--- src/rtl/npu_pkg.sv ---
// ---------------------------------------------------------------------------
// npu_pkg
// Shared definitions for the NPU master: the job FSM state encoding, the NPU
// register map and a helper that turns the read latency into the index of
// the final wait cycle.
// ---------------------------------------------------------------------------
package npu_pkg;

    typedef enum logic [2:0] {
        IDLE     = 3'd0,
        WR_TYPE  = 3'd1,
        WR_INPUT = 3'd2,
        RD_REQ   = 3'd3,
        RD_WAIT  = 3'd4,
        RESP     = 3'd5
    } npu_state_e;

    // NPU register map
    localparam logic [31:0] TypeAddr   = 32'h0000_0000;
    localparam logic [31:0] InputAddr  = 32'h0000_0004;
    localparam logic [31:0] OutputAddr = 32'h0000_0008;

    // Value of the wait counter on the last RD_WAIT cycle. A latency of 0
    // never enters RD_WAIT, so its value is irrelevant there.
    function automatic logic [1:0] wait_last(input int unsigned lat);
        logic [1:0] last;
        if (lat == 32'd0) begin
            last = 2'd0;
        end else begin
            last = 2'(lat - 32'd1);
        end
        return last;
    endfunction

endpackage

--- src/rtl/npu_master.sv ---
// ---------------------------------------------------------------------------
// npu_master
// Drives one NPU job per command: writes the activation-type register,
// streams the job's input words into the NPU input register, reads the
// result register back after RdLatency cycles and presents it on a
// valid/ready result port.
//
// Parameters
//   DWidth    NPU data/address word width
//   LenWidth  width of the input-word count
//   RdLatency cycles from addr_o = OutputAddr to rdata_i valid (0..3)
//
// Ports
//   clk_i, rst_ni                 clock, asynchronous active-low reset
//   cmd_valid_i/cmd_ready_o       job command handshake (type, length)
//   cmd_type_i, cmd_len_i         activation type word, input word count
//   in_valid_i/in_ready_o         input word stream handshake
//   in_data_i                     input word
//   out_valid_o/out_ready_i       result handshake
//   out_data_o                    result word read back from the NPU
//   wen_type_o, wen_input_o       NPU write strobes
//   addr_o, wdata_o, rdata_i      NPU address / write data / read data
//   busy_o                        high whenever a job is in progress
//   stall_cnt_o                   (NPU_MASTER_PERF_EN only) input stall
//                                 cycles of the current job, saturating
//
// Build option: define NPU_MASTER_PERF_EN to add the stall counter.
// ---------------------------------------------------------------------------
module npu_master
    import npu_pkg::*;
#(
    parameter int unsigned DWidth    = 32,
    parameter int unsigned LenWidth  = 8,
    parameter int unsigned RdLatency = 1
) (
    input  logic                clk_i,
    input  logic                rst_ni,
    input  logic                cmd_valid_i,
    output logic                cmd_ready_o,
    input  logic [DWidth-1:0]   cmd_type_i,
    input  logic [LenWidth-1:0] cmd_len_i,
    input  logic                in_valid_i,
    output logic                in_ready_o,
    input  logic [DWidth-1:0]   in_data_i,
    output logic                out_valid_o,
    input  logic                out_ready_i,
    output logic [DWidth-1:0]   out_data_o,
    output logic                wen_type_o,
    output logic                wen_input_o,
    output logic [DWidth-1:0]   addr_o,
    output logic [DWidth-1:0]   wdata_o,
    input  logic [DWidth-1:0]   rdata_i,
    output logic                busy_o
`ifdef NPU_MASTER_PERF_EN
    ,
    output logic [31:0]         stall_cnt_o
`endif
);

    localparam logic [1:0] WaitLast = wait_last(RdLatency);

    npu_state_e          state_q, state_d;
    logic [LenWidth-1:0] cnt_q, cnt_d;
    logic [DWidth-1:0]   type_q, type_d;
    logic [DWidth-1:0]   out_data_q, out_data_d;
    logic [1:0]          wait_q, wait_d;
    logic                accept_s;

    assign accept_s   = (state_q == IDLE) && cmd_valid_i;
    assign busy_o     = (state_q != IDLE);
    assign out_data_o = out_data_q;

    // Next-state and NPU bus decode for the job FSM
    always_comb begin
        state_d     = state_q;
        cnt_d       = cnt_q;
        type_d      = type_q;
        out_data_d  = out_data_q;
        wait_d      = wait_q;
        cmd_ready_o = 1'b0;
        in_ready_o  = 1'b0;
        out_valid_o = 1'b0;
        wen_type_o  = 1'b0;
        wen_input_o = 1'b0;
        addr_o      = '0;
        wdata_o     = '0;

        case (state_q)
            IDLE: begin
                // Gated by reset so that every output is low while held in reset.
                cmd_ready_o = rst_ni;
                if (cmd_valid_i) begin
                    type_d  = cmd_type_i;
                    cnt_d   = cmd_len_i;
                    state_d = WR_TYPE;
                end else begin
                    state_d = IDLE;
                end
            end

            WR_TYPE: begin
                wen_type_o = 1'b1;
                addr_o     = DWidth'(TypeAddr);
                wdata_o    = type_q;
                if (cnt_q != '0) begin
                    state_d = WR_INPUT;
                end else begin
                    state_d = RD_REQ;
                end
            end

            WR_INPUT: begin
                in_ready_o = 1'b1;
                addr_o     = DWidth'(InputAddr);
                // The strobe follows in_valid_i combinationally, so each
                // accepted word reaches the NPU in its handshake cycle.
                if (in_valid_i) begin
                    wen_input_o = 1'b1;
                    wdata_o     = in_data_i;
                    cnt_d       = cnt_q - LenWidth'(1);
                    if (cnt_q == LenWidth'(1)) begin
                        state_d = RD_REQ;
                    end else begin
                        state_d = WR_INPUT;
                    end
                end else begin
                    state_d = WR_INPUT;
                end
            end

            RD_REQ: begin
                addr_o = DWidth'(OutputAddr);
                wait_d = 2'd0;
                // With zero latency the NPU answers in the request cycle.
                if (RdLatency == 32'd0) begin
                    out_data_d = rdata_i;
                    state_d    = RESP;
                end else begin
                    state_d    = RD_WAIT;
                end
            end

            RD_WAIT: begin
                // Address is held so the NPU keeps presenting the result.
                addr_o = DWidth'(OutputAddr);
                if (wait_q == WaitLast) begin
                    out_data_d = rdata_i;
                    state_d    = RESP;
                end else begin
                    wait_d     = wait_q + 2'd1;
                    state_d    = RD_WAIT;
                end
            end

            RESP: begin
                out_valid_o = 1'b1;
                if (out_ready_i) begin
                    state_d = IDLE;
                end else begin
                    state_d = RESP;
                end
            end

            default: begin
                state_d = IDLE;
            end
        endcase
    end

    // Job FSM state, remaining word count, latched type and result registers
    always_ff @(posedge clk_i or negedge rst_ni) begin
        if (!rst_ni) begin
            state_q    <= IDLE;
            cnt_q      <= '0;
            type_q     <= '0;
            out_data_q <= '0;
            wait_q     <= 2'd0;
        end else begin
            state_q    <= state_d;
            cnt_q      <= cnt_d;
            type_q     <= type_d;
            out_data_q <= out_data_d;
            wait_q     <= wait_d;
        end
    end

`ifdef NPU_MASTER_PERF_EN
    logic [31:0] stall_cnt_q, stall_cnt_d;

    // Stall counter next value: cleared per job, saturating at all-ones
    always_comb begin
        stall_cnt_d = stall_cnt_q;
        if (accept_s) begin
            stall_cnt_d = 32'd0;
        end else if ((state_q == WR_INPUT) && !in_valid_i &&
                     (stall_cnt_q != 32'hFFFF_FFFF)) begin
            stall_cnt_d = stall_cnt_q + 32'd1;
        end else begin
            stall_cnt_d = stall_cnt_q;
        end
    end

    // Stall counter register
    always_ff @(posedge clk_i or negedge rst_ni) begin
        if (!rst_ni) begin
            stall_cnt_q <= 32'd0;
        end else begin
            stall_cnt_q <= stall_cnt_d;
        end
    end

    assign stall_cnt_o = stall_cnt_q;
`else
    // accept_s only feeds the stall counter; referenced here so it is used.
    logic unused_accept_s;
    assign unused_accept_s = accept_s;
`endif

endmodule

--- config.mk ---
export PLATFORM = sky130hd
export DESIGN_NAME = npu_master
export DESIGN_NICKNAME = d
export VERILOG_FILES = /design/src/rtl/npu_pkg.sv /design/src/rtl/npu_master.sv
export SDC_FILE = /design/constraint.sdc
export NUM_CORES = 1
export LEC_CHECK = 0
export ABC_AREA = 1
export CAP_MARGIN = 20
export CELL_PAD_IN_SITES_DETAIL_PLACEMENT = 1
export CELL_PAD_IN_SITES_GLOBAL_PLACEMENT = 2
export CORE_MARGIN = 1
export CORE_UTILIZATION = 21
export DETAILED_ROUTE_END_ITERATION = 7
export GPL_TIMING_DRIVEN = 0
export PLACE_DENSITY_LB_ADDON = 0.1
export RECOVER_POWER = 50
export SLEW_MARGIN = 20
export SYNTH_ARGS = -nofsm -noshare
export SYNTH_HDL_FRONTEND = slang
export SYNTH_SLANG_ARGS = --single-unit
--- constraint.sdc ---
create_clock -name clk_i -period 2.2 [get_ports clk_i]
set_clock_uncertainty 0.1 [all_clocks]
set_input_delay 0.66 -clock clk_i [delete_from_list [all_inputs] [get_ports clk_i]]
set_output_delay 0.66 -clock clk_i [all_outputs]
set_load 0.01 [all_outputs]
* Word level (Yosys, flattened, before mapping)
Index checks and enable logic that the tools add are counted. Widths: inputs -> output; s select.
Storage, ports and cells: flip-flop bits (word level) 77, memory bits (writable) 0, memories 0, word-level logic and storage cells 48, bits in latches 0, memory bits (read-only) 0, output and inout bits 102, input port bits 109
Cells by class: multiplexer cells 21, reduce and logical (&&, ||, !) cells 11, multipliers 0, order comparisons 0, equal/unequal tests 9, div/mod/pow operators 0, add/subtract/negate cells 2, shift-type cells 0, bitwise logic cells 0
Operator list (number):
- $pmux 32 s2 | 1
- $mux 32 | 1
- $pmux 3 s6 | 1
- $mux 8 | 2
- $pmux 8 s2 | 1
- $mux 1 | 10
- $eq 8x1->1 const B | 1
- $pmux 4 s2 | 1
- $reduce_bool 8->1 | 1
- $sub 8x1->8 const B | 1
- $eq 3x2->1 const B | 2
- $eq 3x3->1 const B | 2
- $mux 3 | 2
- $ne 2x2->1 const B | 3
- $reduce_and 2->1 | 3
- $pmux 2 s2 | 1
- $reduce_bool 2->1 | 2
- $eq 3x1->1 const B | 1
- $logic_not 3->1 | 1
- $reduce_and 3->1 | 1
- $reduce_bool 3->1 | 1
- $add 2x1->2 const B | 1
- $logic_not 2->1 | 1
- $mux 2 | 1
- $reduce_or 2->1 | 1

* Depth between registers and ports, before layout
Gate-level depths: netlist of run 1.
depth after elaboration 4, mapped depth 8, mapped depth without buffers 8

* Least setup slack after synthesis of run 1
No wires, ideal clock.
kind input -> output, start point input in_valid_i, end point output wdata_o[0], buffers on the path 1, slack 0.186 ns, cell stages on the path 5, arrival 1.254 ns, data required time 1.440 ns, cell sequence nand4_1 -> inv_2 -> buf_6 -> nand2_1 -> nand2_1
On the way: word-level cells in the longest chain between the ends 2
RTL lines:
- from (decl) | line npu_master.sv:42 | input logic in_valid_i,
- $mux 32 | line npu_master.sv:117 | if (in_valid_i) begin
- $pmux 32 s2 | line npu_master.sv:88 | case (state_q)
- to (decl) | line npu_master.sv:51 | output logic [DWidth-1:0] wdata_o,
Every way passes these cells.

* Worst setup path in the final report of run 1
start point input in_valid_i, end point output wdata_o[10]
Same word-level chain as after synthesis.

==> flow_summary_export.csv, run 1 <==
group,metric,value,unit
timing,drv_slew,0,
synthesis,synth_compound_area_frac,0.0532,
timing,hold_viol,0,
clocking,clkTransAtPathRegs,0.07,ns
clocking,cts_sinks,77,
synthesis,synth_top_family_by_area,"simple AND/OR/NAND/NOR gates",
power_and_ir_drop,swShare,0.378,
route,initialDrtViolationCount,101,
global_route,antenna_found_initial,0,
floorplanning,die_h,142,µm
route,dr_total_vias,4247,
global_route,overflow,0,
power_and_ir_drop,vdd_drop_max,0.415,mV
power_and_ir_drop,p_switching,3.17,mW
synthesis,synth.area.mux_share,0,
worst_setup_path,slowest_stage,"clkdlybuf4s15_2",
worst_setup_path,worstSetupEndpointType,"output port",
power_and_ir_drop,combPwrFrac,0.505,
clocking,cts.path.max_buffers,2,
synthesis,synth_fa_ha_area_frac,0.0122,
worst_setup_path,path_max_fanout,6,
run_status,status,"complete, but fails checks",
route,ant_nets,0,
route,avgRoutedWirePerCell,14.0,µm
global_route,grt_pass1_wl,23200,µm
global_route,grt_pass1_vias,4495,
final_layout,layout_common_cells,"213 x nand2_1, 140 x clkdlybuf4s50_1, 75 x dfrtp_1, 62 x buf_4, 46 x inv_1",
clocking,cts_made_buffers,9,
worst_setup_path,path_common_cell,"buf_6",
final_layout,final_nets,919,
worst_setup_path,critPathRequiredTime,1.44,ns
placed_design,dp_hpwl,10600,µm
timing,fmax,400,MHz
final_layout,drive_above_1_share,0.250,
synthesis,syn_area,4090,µm²
timing,worstMarginPinSlew,1.29,ns
worst_setup_path,max_stage_delay,0.19,ns
flow_run,cap_violations,0,
synthesis,synth-simple-area-share,0.309,
worst_setup_path,critPathKind,"input pin to output port",
floorplanning,start_util,0.217,
route,routed_wirelength,15000,µm
power_and_ir_drop,power.clock.fraction,0.198,
final_layout,layout_commonest_cell,"nand2_1",
global_route,grt_use_total,0.150,
final_layout,diodes,0,
worst_setup_path,cp_data_arrival_time,1.74,ns
timing,setup_viol,36,
worst_setup_path,path_cells,"clkdlybuf4s15_2 > nand4_1 > inv_4 > buf_6 > buf_6 > buf_6 > nand2_2 > nand2_1 > buf_2",
floorplanning,rows,50,
floorplanning,core-area,18900,µm²
power_and_ir_drop,p_int,5.22,mW
placed_design,place_ws,-1.05,ns
worst_setup_path,start_kind,"input pin",
power_and_ir_drop,seq_power_share,0.296,
synthesis,syn_avg_cell_area,7.58,µm²
worst_setup_path,cp-startpoint,"in_valid_i",
timing,period_share,1.14,
synthesis,ys_warn_count,0,
route,remaining_drc_errors,0,
floorplanning,die_w,142,µm
synthesis,synthDistinctLibCells,23,
clocking,cts-htree-levels,3,
final_layout,area_growth,74.3,%
synthesis,synth_xor_xnor_area_share,0.00214,
placed_design,place.gp.congestion,0.722,
global_route,grt_max_degree,48,
run_status,violations,"setup timing",
synthesis,synth_seq_cells,77,
clocking,worst_skew_pair.late_latency,0.34,ns
timing,rsz0062_at_grt,"true",
clocking,postCtsHoldBufs,0,
route,routed_via_density,3.97,
timing,slew_headroom,0.138,
synthesis,seq_area_frac_synth,0.471,
hold_path,hp-class,"input pin to asynchronous set/reset pin",
clocking,root_buffer,"clkbuf_16",
power_and_ir_drop,powerDensity,1180,nW/µm²
timing,finalSetupTns,-8.22,ns
power_and_ir_drop,p_leak,3.74,nW
clocking,cts_tree,"done",
placed_design,io_buffers,180,
worst_setup_path,r2r_start,"state_q[0]$_DFF_PN0_",
timing,timing.final.ws_setup,-0.298,ns
floorplanning,dieArea,20100,µm²
route,firstDrtPassIters,4,
floorplanning,ioPinCount,211,
timing,period_minus_slack,2.50,ns
synthesis,synthCells,540,
registers in the layout, indices dropped and copies added (netlist names):
register,cells
cnt_q,8
out_data_o,32
state_q,3
type_q,32
wait_q,2
path summary, 6_finish.rpt:
check                      cells past startpoint                         to  slack [ns]
hold reg to reg                                2  out_data_o[3]$_DFFE_PN0P_        0.37
max in group asynchronous                      2       state_q[0]$_DFF_PN0_        0.28
setup reg to reg                              12       cnt_q[3]$_DFFE_PN0P_        0.18
min in group clk_i                             2  out_data_o[3]$_DFFE_PN0P_        0.37
setup / recovery                               9                wdata_o[10]       -0.30
hold / removal                                 1     type_q[29]$_DFFE_PN0P_        0.09
stage by stage:
| stage | hold WS (ns) | cells | power, mW | utilization | area (µm²) |
|---|---|---|---|---|---|
| after floorplan | 0.264 | 569 | 4.35 | - | 4200 |
| after global placement | 0.354 | 1009 | 6.16 | 0.335 | 6330 |
| after detailed placement | 0.360 | 1010 | 6.26 | 0.336 | 6350 |
| after CTS | 0.0967 | 1064 | 8.31 | 0.370 | 7000 |
| after global routing | 0.102 | 1071 | 9.05 | 0.378 | 7130 |
| final | 0.0915 | 1071 | 8.39 | 0.378 | 7130 |
power groups by stage:
stage | Clock, mW | Combinational (mW) | Sequential, mW
floorplan | 0 | 1.78 | 2.57
global placement | 0 | 3.68 | 2.48
detailed placement | 0 | 3.76 | 2.50
CTS | 1.72 | 4.11 | 2.49
global route | 1.77 | 4.70 | 2.58
finish | 1.66 | 4.24 | 2.49
synthesized netlist by cell type:
master / number / share of area
buf_4: 37 / 0.068
buf_6: 12 / 0.033
clkbuf_1: 6 / 0.0055
conb_1: 1 / 0.00092
dfrtp_1: 77 / 0.47
ha_1: 4 / 0.012
inv_1: 47 / 0.043
inv_2: 3 / 0.0028
nand2_1: 248 / 0.23
nand2_2: 1 / 0.0015
nand2_4: 1 / 0.0028
nand3_1: 41 / 0.050
nand3_2: 2 / 0.0049
nand4_1: 1 / 0.0015
nor2_1: 9 / 0.0083
nor2_2: 1 / 0.0015
nor2_4: 2 / 0.0055
nor3_1: 3 / 0.0037
o21ai_0: 26 / 0.032
o21ai_1: 14 / 0.017
o21ai_2: 2 / 0.0043
or2_2: 1 / 0.0015
xnor2_1: 1 / 0.0021
logic make-up (layout without fill, tap and decap cells):
logic type	count (synthesis)	in the layout
DFF	77	77
AOI/OAI and AO/OA	42	42
buffers and inverters	105	347
and+or+nand+nor	310	310
xor gates and xnor gates	1	1
adders and majority gates	4	4
other	1	30
layer usage:
layer / GRT usage / routed length, µm / up-vias
met4: 0.0475 / 177 / 0
met2: 0.257 / 7350 / 138
met3: 0.0476 / 1220 / 9
met5: 0 / 0 / -
met1: 0.178 / 6300 / 1976
li1: - / - / 2124
worst max-delay path, delay by kind of cell:
| family | cells | cell delay, ns |
|---|---|---|
| buffers and inverters | 6 | 0.79 |
| and+or+nand+nor | 3 | 0.27 |
layout make-up:
type                    count  area [µm²]
plain buffers              54         439
clock buffers               9         225
clock inverters             7         100
fillers                  2321       11800
inverters                  50         190
multi-input cells         387        1790
flip-flops and latches     77        1930
well taps                 260         325
repair buffers            227        2130
timing repair:
| item | in CTS | in global routing |
|---|---|---|
| cloned | 5 | 1 |
| setup buffers | 33 | 12 |
| pin swaps | 5 | 11 |
| resized for setup | 206 | 42 |
| setup endpoints to repair | 40 | 47 |
(Power assumes the default switching activity.)
==> run 2, diff against run 1 <==
Settings changed: CORE_UTILIZATION 21 to 19, SKIP_LAST_GASP set to 1, SLEW_MARGIN 20 to 0.
Clock period 2.2 ns to 2 ns, I/O delays scaled along.
==> run 2 against run 1 <==
The run still ends with setup timing left. Routed wire length rose by 2.8%. Global-route usage decreased by 0.96 points. Count of clock-buffer cells in the layout unchanged. Flip-flop and latch count is the same. First-iteration DRC count shrank 24%. Total power up 14%. Combinational power up 19%. Cell count grew 1.6%. Clock power is 5% higher. Non-clock buffer count rose by 1. Critical path type is now flop to output port.
==> flow_summary_export.csv, run 2 (synthesis results as in run 1) <==
group,metric,value,unit
timing,hold_viol,0,
clocking,cts_made_buffers,9,
worst_setup_path,cp_data_arrival_time,1.67,ns
final_layout,layout_common_cells,"198 x nand2_1, 123 x clkdlybuf4s50_1, 75 x dfrtp_1, 58 x buf_4, 45 x inv_1",
power_and_ir_drop,swShare,0.387,
clocking,cts-htree-levels,3,
power_and_ir_drop,seq_power_share,0.291,
power_and_ir_drop,power.clock.fraction,0.181,
route,initialDrtViolationCount,77,
timing,drv_slew,0,
power_and_ir_drop,p_switching,3.71,mW
power_and_ir_drop,p_leak,3.99,nW
placed_design,place_area,6370,µm²
timing,slew_headroom,0.307,
power_and_ir_drop,p_int,5.88,mW
run_status,status,"complete, but fails checks",
timing,timing.final.ws_setup,-0.367,ns
power_and_ir_drop,vdd_drop_max,0.443,mV
floorplanning,die_w,149,µm
timing,period_share,1.18,
global_route,grt_use_total,0.140,
route,routed_via_density,3.94,
route,firstDrtPassIters,4,
final_layout,fillers,2507,
placed_design,place_inst,1025,
route,avgRoutedWirePerCell,14.2,µm
timing,setup_viol,39,
worst_setup_path,reg2reg_slack,0.03,ns
floorplanning,core-area,21100,µm²
worst_setup_path,worstSetupEndpointType,"output port",
worst_setup_path,slowest_stage,"dfrtp_2",
floorplanning,dieArea,22100,µm²
run_status,violations,"setup timing",
route,remaining_drc_errors,0,
worst_setup_path,crit_family,"buffers and inverters",
floorplanning,rows,53,
worst_setup_path,critPathRequiredTime,1.30,ns
placed_design,place_ws,-1.16,ns
floorplanning,die_h,149,µm
timing,finalSetupTns,-11.60,ns
global_route,grt_max_degree,42,
worst_setup_path,path_common_cell,"buf_8",
final_layout,layout_commonest_cell,"nand2_1",
worst_setup_path,cp_num_buf_inv,5,
worst_setup_path,path_max_fanout,6,
power_and_ir_drop,powerDensity,1300,nW/µm²
route,dr_total_vias,4287,
final_layout,diodes,0,
timing,rsz0062_at_grt,"true",
timing,worstMarginPinSlew,1.04,ns
clocking,clkTransAtPathRegs,0.07,ns
clocking,root_buffer,"clkbuf_16",
worst_setup_path,path_cells,"nand4_1 > buf_6 > clkinvlp_4 > buf_8 > buf_8 > nand2_2 > nand2_1 > buf_2",
placed_design,io_buffers,180,
worst_setup_path,max_stage_delay,0.44,ns
clocking,worst_skew_pair.late_latency,0.34,ns
final_layout,final_nets,921,
final_layout,area_growth,80.7,%
clocking,cts.path.max_buffers,2,
timing,fmax,422,MHz
global_route,grt_pass1_wl,24000,µm
floorplanning,start_util,0.194,
floorplanning,ioPinCount,211,
global_route,antenna_found_initial,0,
worst_setup_path,critPathKind,"flop to output port",
hold_path,hp-class,"input pin to asynchronous set/reset pin",
timing,period_minus_slack,2.37,ns
final_layout,drive_above_1_share,0.278,
clocking,cts_tree,"done",
route,routed_wirelength,15500,µm
placed_design,place.gp.congestion,0.726,
final_layout,design_area,7400,µm²
flow_run,cap_violations,0,
global_route,overflow,0,
global_route,grt_pass1_vias,4568,
final_layout,final_cells,1088,
worst_setup_path,start_kind,"flop",
route,ant_nets,0,
clocking,cts_sinks,77,
power_and_ir_drop,combPwrFrac,0.527,
placed_design,dp_hpwl,10900,µm
run 2: cell types whose count changed in the layout (fill, tap and decap cells not counted), moves of 3 or more:
cell and delta:
dlymetal6s2s_1 +15, clkdlybuf4s50_1 -17, buf_6 +6, buf_2 -6, nand2_4 +4, nand2_2 +12, buf_4 -4, buf_12 +4
nand2_1 -15, nor2_4 +3, buf_8 +5
run 2: final timing paths:
kind,from,endpoint,depth (start not counted)
worst max-delay path,state_q[1]$_DFF_PN0_,wdata_o[6],8
worst min-delay path,rst_ni,type_q[16]$_DFFE_PN0P_,1
worst max register to register,state_q[0]$_DFF_PN0_,out_data_o[17]$_DFFE_PN0P_,11
worst min register to register,out_data_o[5]$_DFFE_PN0P_,out_data_o[5]$_DFFE_PN0P_,2
max in group asynchronous,rst_ni,state_q[0]$_DFF_PN0_,2
min in group clk_i,out_data_o[5]$_DFFE_PN0P_,out_data_o[5]$_DFFE_PN0P_,2
run 2: final cells by class:
class,instances,area [µm²],share of cell area
clock inverter,7,82.6,0.0112
multi-input combinational,387,1870,0.252
timing repair inverter,1,7.51,0.00101
buffer,55,469,0.0634
clock buffer,9,225,0.0304
timing repair buffer,227,2270,0.307
tap,275,344,0.0465
sequential,77,1930,0.261
inverter,50,200,0.0271
run 2: power groups by stage:
stage               Sequential, mW  Combinational [mW]  Clock (mW)
finish                        2.80                5.06        1.74
global route                  2.91                5.58        1.89
CTS                           2.77                4.82        1.82
detailed placement            2.76                4.13           0
global placement              2.75                4.06           0
floorplan                     2.82                1.96           0
run 2: timing repair:
action / in CTS / in global routing
cloned: 5 / 1
gates resized for setup: 225 / 84
buffers inserted: 40 / 6
setup endpoints to repair: 40 / 64
pin swaps: 24 / 17
hold buffers: 0 / 0
run 2: per-stage QoR:
stage | power [mW] | hold slack [ns] | util
finish | 9.59 | 0.0733 | 0.351
global route | 10.4 | 0.0759 | 0.351
CTS | 9.41 | 0.0974 | 0.337
detailed placement | 6.89 | 0.360 | 0.302
global placement | 6.81 | 0.355 | 0.301
floorplan | 4.78 | 0.204 | -
run 2: routing by layer:
layer | track usage | part of all wire
met1 | 0.172 | 0.43
met2 | 0.238 | 0.48
met3 | 0.0453 | 0.073
met4 | 0.0357 | 0.011
met5 | 0 | 0
